$ cat src/rtl/dpe_pkg.sv
`default_nettype none
// ============================================================================
// Module   : dpe_pkg
// Purpose  : Shared types, default widths and sizing helper for the
//            approximate dot-product engine.
// Revision : 1.0
// ============================================================================
package dpe_pkg;

  typedef enum logic [1:0] {
    IDLE  = 2'd0,
    RUN   = 2'd1,
    DRAIN = 2'd2,
    DONE  = 2'd3
  } state_t;

  localparam int DEF_ACC_W = 24;
  localparam int DEF_ERR_W = 24;

  // Bits needed to hold the values 0..n inclusive.
  function automatic int clog2_cnt(input int n);
    int w;
    w = 1;
    while ((1 << w) <= n) w = w + 1;
    return w;
  endfunction

endpackage : dpe_pkg
`default_nettype wire

$ cat src/rtl/dpe_err_tracker.sv
`default_nettype none
// ============================================================================
// Module   : dpe_err_tracker
// Purpose  : Exact 8x8 product, |exact - approx| and saturating error sum.
// Revision : 1.0
// ============================================================================
module dpe_err_tracker #(
  parameter int ERR_W = 24
) (
  input  logic             clk,
  input  logic             rst,
  input  logic             i_clear,
  input  logic             i_valid,
  input  logic [7:0]       i_a,
  input  logic [7:0]       i_b,
  input  logic [15:0]      i_p,
  output logic [ERR_W-1:0] o_err_sum
);

  logic [15:0]      w_exact;
  logic [15:0]      w_diff;
  logic [ERR_W:0]   w_sum;
  logic [ERR_W-1:0] r_err;

  assign w_exact = {8'd0, i_a} * {8'd0, i_b};
  assign w_diff  = (w_exact >= i_p) ? (w_exact - i_p) : (i_p - w_exact);
  assign w_sum   = {1'b0, r_err} + (ERR_W+1)'(w_diff);

  always_ff @(posedge clk) begin
    if (rst) begin
      r_err <= '0;
    end else if (i_clear) begin
      r_err <= '0;
    end else if (i_valid) begin
      // Saturate rather than wrap so a large error never looks small.
      r_err <= w_sum[ERR_W] ? '1 : w_sum[ERR_W-1:0];
    end
  end

  assign o_err_sum = r_err;

endmodule : dpe_err_tracker
`default_nettype wire

$ cat src/rtl/approx_dot_product_engine.sv
`default_nettype none
// ============================================================================
// Module   : approx_dot_product_engine
// Purpose  : Streaming 8-bit dot product around an external approximate
//            multiplier. Optional error tracking via MAC_ERR_TRACK_EN.
// Revision : 1.0
// ============================================================================
module approx_dot_product_engine
  import dpe_pkg::*;
#(
  parameter int VEC_LEN = 16,
  parameter int ACC_W   = DEF_ACC_W,
  parameter int ERR_W   = DEF_ERR_W
) (
  input  logic             clk,
  input  logic             rst,
  input  logic             start_i,
  input  logic             in_valid_i,
  output logic             in_ready_o,
  input  logic [7:0]       a_i,
  input  logic [7:0]       b_i,
  output logic [7:0]       mult_a_o,
  output logic [7:0]       mult_b_o,
  input  logic [15:0]      mult_p_i,
  output logic             out_valid_o,
  input  logic             out_ready_i,
  output logic [ACC_W-1:0] acc_o,
  output logic [ERR_W-1:0] err_sum_o,
  output logic             overflow_o,
  output logic             busy_o
);

  localparam int CNT_W = clog2_cnt(VEC_LEN);
  localparam logic [CNT_W-1:0] c_vec_len   = CNT_W'(VEC_LEN);
  localparam logic [CNT_W-1:0] c_last_beat = CNT_W'(VEC_LEN - 1);
  localparam logic [CNT_W-1:0] c_one       = CNT_W'(1);

  state_t           r_state;
  logic [CNT_W-1:0] r_cnt;
  logic             r_v1;
  logic [7:0]       r_mult_a;
  logic [7:0]       r_mult_b;
  logic [ACC_W-1:0] r_acc;
  logic             r_ovf;
  logic             r_out_valid;

  logic             w_ready;
  logic             w_accept;
  logic             w_start;
  logic [ACC_W:0]   w_sum;

  assign w_ready  = (r_state == RUN) && (r_cnt < c_vec_len);
  assign w_accept = in_valid_i && w_ready;
  assign w_start  = (r_state == IDLE) && start_i;
  assign w_sum    = {1'b0, r_acc} + (ACC_W+1)'(mult_p_i);

  always_ff @(posedge clk) begin
    if (rst) begin
      r_state     <= IDLE;
      r_cnt       <= '0;
      r_v1        <= 1'b0;
      r_mult_a    <= '0;
      r_mult_b    <= '0;
      r_acc       <= '0;
      r_ovf       <= 1'b0;
      r_out_valid <= 1'b0;
    end else begin
      r_v1 <= w_accept;
      if (w_accept) begin
        r_mult_a <= a_i;
        r_mult_b <= b_i;
        r_cnt    <= r_cnt + c_one;
      end
      // Product of the previous accept is on mult_p_i this cycle.
      if (r_v1) begin
        r_acc <= w_sum[ACC_W-1:0];
        if (w_sum[ACC_W]) r_ovf <= 1'b1;
      end

      case (r_state)
        IDLE: begin
          if (start_i) begin
            r_state <= RUN;
            r_cnt   <= '0;
            r_acc   <= '0;
            r_ovf   <= 1'b0;
          end
        end
        RUN: begin
          if (w_accept && (r_cnt == c_last_beat)) r_state <= DRAIN;
        end
        DRAIN: begin
          if (!r_v1) begin
            r_state     <= DONE;
            r_out_valid <= 1'b1;
          end
        end
        DONE: begin
          if (r_out_valid && out_ready_i) begin
            r_state     <= IDLE;
            r_out_valid <= 1'b0;
          end
        end
        default: r_state <= IDLE;
      endcase
    end
  end

  assign in_ready_o  = w_ready;
  assign mult_a_o    = r_mult_a;
  assign mult_b_o    = r_mult_b;
  assign acc_o       = r_acc;
  assign overflow_o  = r_ovf;
  assign out_valid_o = r_out_valid;
  assign busy_o      = (r_state != IDLE);

`ifdef MAC_ERR_TRACK_EN
  dpe_err_tracker #(
    .ERR_W (ERR_W)
  ) u_err_tracker (
    .clk       (clk),
    .rst       (rst),
    .i_clear   (w_start),
    .i_valid   (r_v1),
    .i_a       (r_mult_a),
    .i_b       (r_mult_b),
    .i_p       (mult_p_i),
    .o_err_sum (err_sum_o)
  );
`else
  assign err_sum_o = '0;
`endif

endmodule : approx_dot_product_engine
`default_nettype wire

$ cat config.mk
export PLATFORM = sky130hd
export DESIGN_NAME = approx_dot_product_engine
export DESIGN_NICKNAME = d
export VERILOG_FILES = /design/src/rtl/dpe_pkg.sv /design/src/rtl/dpe_err_tracker.sv /design/src/rtl/approx_dot_product_engine.sv
export SDC_FILE = /design/constraint.sdc
export NUM_CORES = 1
export LEC_CHECK = 0
export CAP_MARGIN = 25
export CORE_AREA = 2 2 108 68
export DETAILED_ROUTE_END_ITERATION = 8
export DIE_AREA = 0 0 110 70
export PLACE_DENSITY = 0.88
export SYNTH_ARGS = -nofsm -noshare
export SYNTH_HDL_FRONTEND = slang
export SYNTH_SLANG_ARGS = --single-unit
$ cat constraint.sdc
create_clock -name clk -period 2.8 [get_ports clk]
set_input_delay 0.7 -clock clk [delete_from_list [all_inputs] [get_ports clk]]
set_output_delay 0.7 -clock clk [all_outputs]
set_load 0.02 [all_outputs]
# After elaboration in Yosys (flattened, before gate mapping)
# Index checks and enable logic that the tools add are counted.
# totals
ff_bits	50
latchBits	0
mem_bits_rw	0
romBits	0
out_inout_bits	68
word_cells	46
n_memories	0
# classes
n_addsub	2
mul	0
div	0
order_cmp	1
n_eq_ne	8
n_shift	0
muxes	18
bitwise_logic	0
n_reduce_logical	9
# ops
operator	n
$mux 24	3
$add 24x16->25	1
$mux 5	3
$mux 2	4
$pmux 2 s4	1
$mux 1	6
$ne 2x2->1 const B	3
$add 5x1->5 const B	1
$eq 5x4->1 const B	1
$lt 5x5->1 const B	1
$eq 2x2->1 const B	2
$logic_and 1x1->1	4
$reduce_and 4->1	1
$reduce_bool 2->1	2
$reduce_and 3->1	1
$eq 2x1->1 const B	1
$logic_not 2->1	1
$ne 2x1->1 const B	1
$pmux 1 s2	1

# Longest topological paths before layout
# logic_depth
word_depth	6
mapped_depth	8
ltp_nobuf	8

# Worst setup path before layout
# No wires, ideal clock.
# synth_timing
path_type	in2reg
from	input port mult_p_i[0]
to	register r_acc[18], in the netlist acc_o[18]
t_arrival_ns	2.410
required_ns	2.672
setup_slack_ns	0.262
stages	8
path_buffers	0
path_cell_list	ha_1 -> fa_1 -> a21o_1 -> a221oi_2 -> nor4_1 -> o31ai_1 -> xor2_1 -> nor2_1
# synth_via
elab_chain_len	4
# synth_rtl
item	line	rtl
start, declared	approx_dot_product_engine.sv:24	input logic [15:0] mult_p_i,
$add 24x16->25 *	approx_dot_product_engine.sv:55	assign w_sum = {1'b0, r_acc} + (ACC_W+1)'(mult_p_i);
$mux 24 *	approx_dot_product_engine.sv:75	if (r_v1) begin
$mux 24	approx_dot_product_engine.sv:82	if (start_i) begin
$mux 24 *	approx_dot_product_engine.sv:80	case (r_state)
end signal, assigned	approx_dot_product_engine.sv:76	r_acc <= w_sum[ACC_W-1:0];
end, declared	approx_dot_product_engine.sv:43	logic [ACC_W-1:0] r_acc;
# Mark *: on every way between the ends. The rest lies on a longest branch, timed or not.
# A chain may end at the register's enable or synchronous reset.

# Worst setup path after layout
# Ends and elaborated chain as after synthesis.

==> run summary <==
outcome -> complete, no violations
Avg Cell Area, Syn -> 8.378 um^2
flop2flop setup slack -> 0.53 ns
element type at the critical path end -> register
vias in the first global route -> 2723
gr ovfl total -> 0
WP buf/inv -> 2
number of vias in the routed layout -> 2883
IO Port Bufs -> 80
CTS Hold Bufs -> 0
Yosys cell types -> 55
Final min period -> 2.757 ns
Yosys warning total -> 0
WL per Instance -> 13.70 um
clk_lat worst skew -> 0.30 ns
Worst Max-Slew Pin Slew -> 0.6174 ns
R2R Path Start -> acc_o[0]
core box area -> 6877 um^2
ys flop type -> dfxtp_1
Seq/Total Area, Yosys -> 0.3300
CP max stage delay -> 0.41 ns
DRT Pass-1 Iters -> 4
dpl ws -> -0.3230 ns
area of the multi-input gates -> 1841 um^2
Die Y -> 70 um
Storage cell area -> 1001 um^2
largest net degree at the start of global routing -> 27
Post-synth EDFFs -> 0
Ports -> 105
worst IR drop on VDD -> 0.2748 mV
Critical Path Stages -> 10
GRT Util Overall -> 0.2032
clk sinks -> 50
fmax -> 362.7 MHz
Worst Setup SP -> mult_p_i[0]
clk root buf -> clkbuf_8
antenna cells -> 0
final worst path period share -> 0.9846
initial antenna violation count -> 0
slew margin rel. -> 0.5874
initial DRC count -> 115
cell family with most CP delay -> compound AO/OA/AOI/OAI gates
CP Max Fanout -> 5
critical setup path kind -> in -> reg
final wirelength -> 7605 um
Final Hold Vio Count -> 0
hold depth -> 2
Fin Setup TNS -> 0 ns
clock buffer count from CTS -> 5
Layout Nets -> 524
Hold Crit Class -> reg -> reg
WP data required -> 2.99 ns
Post-Syn Area -> 3033 um^2
CTS Buffer Depth -> 2
RR Endpoint -> acc_o[18]
DRC viols -> 0
maxcap violations -> 0
area grow syn2layout -> 34.86%
Leak -> 1.703 nW
Clock transition at path regs -> 0.10 ns
die area -> 7700 um^2
CP max stage cell -> clkdlybuf4s50_1
Initial Util -> 0.4410
Final ANT Viol Nets -> 0
worst clock skew -> 0.006923 ns
Cell Rows -> 24
H-tree depth -> 2
CP Cell Sequence -> clkdlybuf4s50_1, ha_2, fa_2, a21o_1, a221oi_2, buf_4, nor4_2, o31ai_1, xor2_1, nor2_1
Final GP Congestion -> 0.9080
Setup crit start kind -> input pin
post-synthesis cell count -> 362
Setup WS post-layout -> 0.04301 ns
CTS tree -> yes
Final HPWL DP -> 5975 um
post-synthesis register bit count -> 50
CP Capture Point -> acc_o[18]
Die Span X -> 110 um
power per standard cell area -> 513.1 nW/um^2
# fillers -> 612
WP data arrival -> 2.95 ns
first-pass GRT wire length -> 12600 um
ys async rst share -> 0
fin. max-slew vios -> 0
layout cell share with drive strength beyond 1 -> 0.1142
final count of negative-setup-slack endpoints -> 0
vias per cell -> 5.195
R2R depth -> 9
registers in the layout, indices dropped and copies added (netlist names):
register and flops:
r_cnt 5, r_v1 1, out_valid_o 1, overflow_o 1
mult_a_o 8, r_state 2, mult_b_o 8, acc_o 24
worst register-to-register path: cells and delay by family (launching register included):
kind | cells | cell delay (ns)
buffers and inverters | 1 | 0.18
adders and majority gates | 2 | 0.55
and+or+nand+nor | 2 | 0.13
DFF | 1 | 0.34
xor gates and xnor gates | 1 | 0.21
AOI/OAI and AO/OA | 3 | 0.77
Yosys cell counts (all sizes together) (2+ instances only):
| library cell | n | area share |
|---|---|---|
| ha | 23 | 0.095 |
| o211a | 2 | 0.0066 |
| nand3 | 3 | 0.0049 |
| inv | 5 | 0.0062 |
| nor2b | 2 | 0.0041 |
| and3 | 5 | 0.011 |
| xor2 | 8 | 0.023 |
| nor3 | 2 | 0.0033 |
| a21oi | 33 | 0.054 |
| nand4 | 8 | 0.017 |
| dfxtp | 50 | 0.33 |
| o21ai | 10 | 0.017 |
| nor3b | 2 | 0.0049 |
| nand2 | 59 | 0.073 |
| a21o | 11 | 0.028 |
| or3 | 4 | 0.0082 |
| nand3b | 2 | 0.0049 |
| o21bai | 3 | 0.0074 |
| clkbuf | 7 | 0.0087 |
| a31o | 2 | 0.0058 |
| xnor2 | 7 | 0.020 |
| a32o | 3 | 0.0099 |
| and2 | 3 | 0.0066 |
| o31ai | 5 | 0.012 |
| o311ai | 2 | 0.0058 |
| nor4 | 4 | 0.0082 |
| o211ai | 4 | 0.0099 |
| buf | 31 | 0.078 |
| mux2i | 12 | 0.040 |
| nand2b | 2 | 0.0041 |
| nor2 | 29 | 0.036 |
| a211oi | 5 | 0.014 |
metrics by stage:
| stage | utilization | hold WS (ns) | cell area [um^2] | total power, W | cells |
|---|---|---|---|---|---|
| floorplan | - | 0.4534 | 3119 | 0.001380 | 385 |
| finish | 0.5948 | 0.4600 | 4090 | 0.002099 | 555 |
| detailed placement | 0.5784 | 0.4496 | 3978 | 0.001679 | 546 |
| global route | 0.5948 | 0.4810 | 4090 | 0.002232 | 555 |
| CTS | 0.5915 | 0.4643 | 4068 | 0.002115 | 554 |
| global placement | 0.5784 | 0.4428 | 3978 | 0.001649 | 546 |
cells by family after synthesis:
family | synth area share
adder cells (fa/ha/maj) | 0.1015
flip-flops | 0.3300
buffers and inverters | 0.09653
XOR/XNOR | 0.04332
multiplexers | 0.03961
AND/OR/NAND/NOR | 0.1968
AO/OA/AOI/OAI | 0.1910
other | 0.001236
cell type report:
cell class,count,area share
clock buffers,5,0.01682
clock inverters,3,0.005200
inverters,5,0.004589
multi-input cells,291,0.4500
flip-flops and latches,50,0.2447
well taps,91,0.02784
repair buffers,110,0.2508
cells in the final DEF, fill, tap and decap left out, types with 3 or more instances in the layout:
cell type / instances
clkdlybuf4s50_1: 80
nor4_1: 3
a21o_1: 9
xor2_1: 8
a21oi_1: 32
o21ai_0: 7
and3_1: 4
a211oi_1: 4
o211ai_1: 4
inv_1: 5
nand3_1: 3
o21bai_1: 3
a32o_1: 3
mux2i_1: 12
nand4_1: 8
o31ai_1: 5
buf_4: 30
conb_1: 24
o21ai_1: 3
dfxtp_1: 50
xnor2_1: 7
clkbuf_8: 5
nand2_1: 59
nor2_1: 29
or3_1: 4
ha_1: 22
power breakdown:
part	internal (W)	switching, W	leakage (nW)
combinational	0.000370	0.000469	1.25
clock	0.000176	0.000253	0.0441
sequential	0.000780	0.0000501	0.405
total	0.00133	0.000772	1.70
worst min path at each step:
stage | to | startpoint
6_report | mult_b_o[7] | mult_b_o[7]
5_1_grt | mult_b_o[7] | mult_b_o[7]
4_1_cts | mult_b_o[7] | mult_b_o[7]
3_5_place_dp | mult_b_o[7] | mult_b_o[7]
3_3_place_gp | mult_b_o[7] | mult_b_o[7]
2_1_floorplan | r_cnt[1] | r_cnt[1]
metal layers:
| layer | track usage | part of all wire | up-vias |
|---|---|---|---|
| met4 | 0.03657 | 0.0046 | 0 |
| met1 | 0.2791 | 0.44 | 1341 |
| li1 | - | - | 1436 |
| met3 | 0.04855 | 0.084 | 4 |
| met2 | 0.3265 | 0.47 | 102 |
| met5 | 0 | 0 | - |
repair_timing:
item | in CTS | in global routing
endpoints found under the setup margin | 0 | 12
gates resized for setup | 0 | 5
setup buffers | 0 | 1
(Power assumes the default switching activity.)
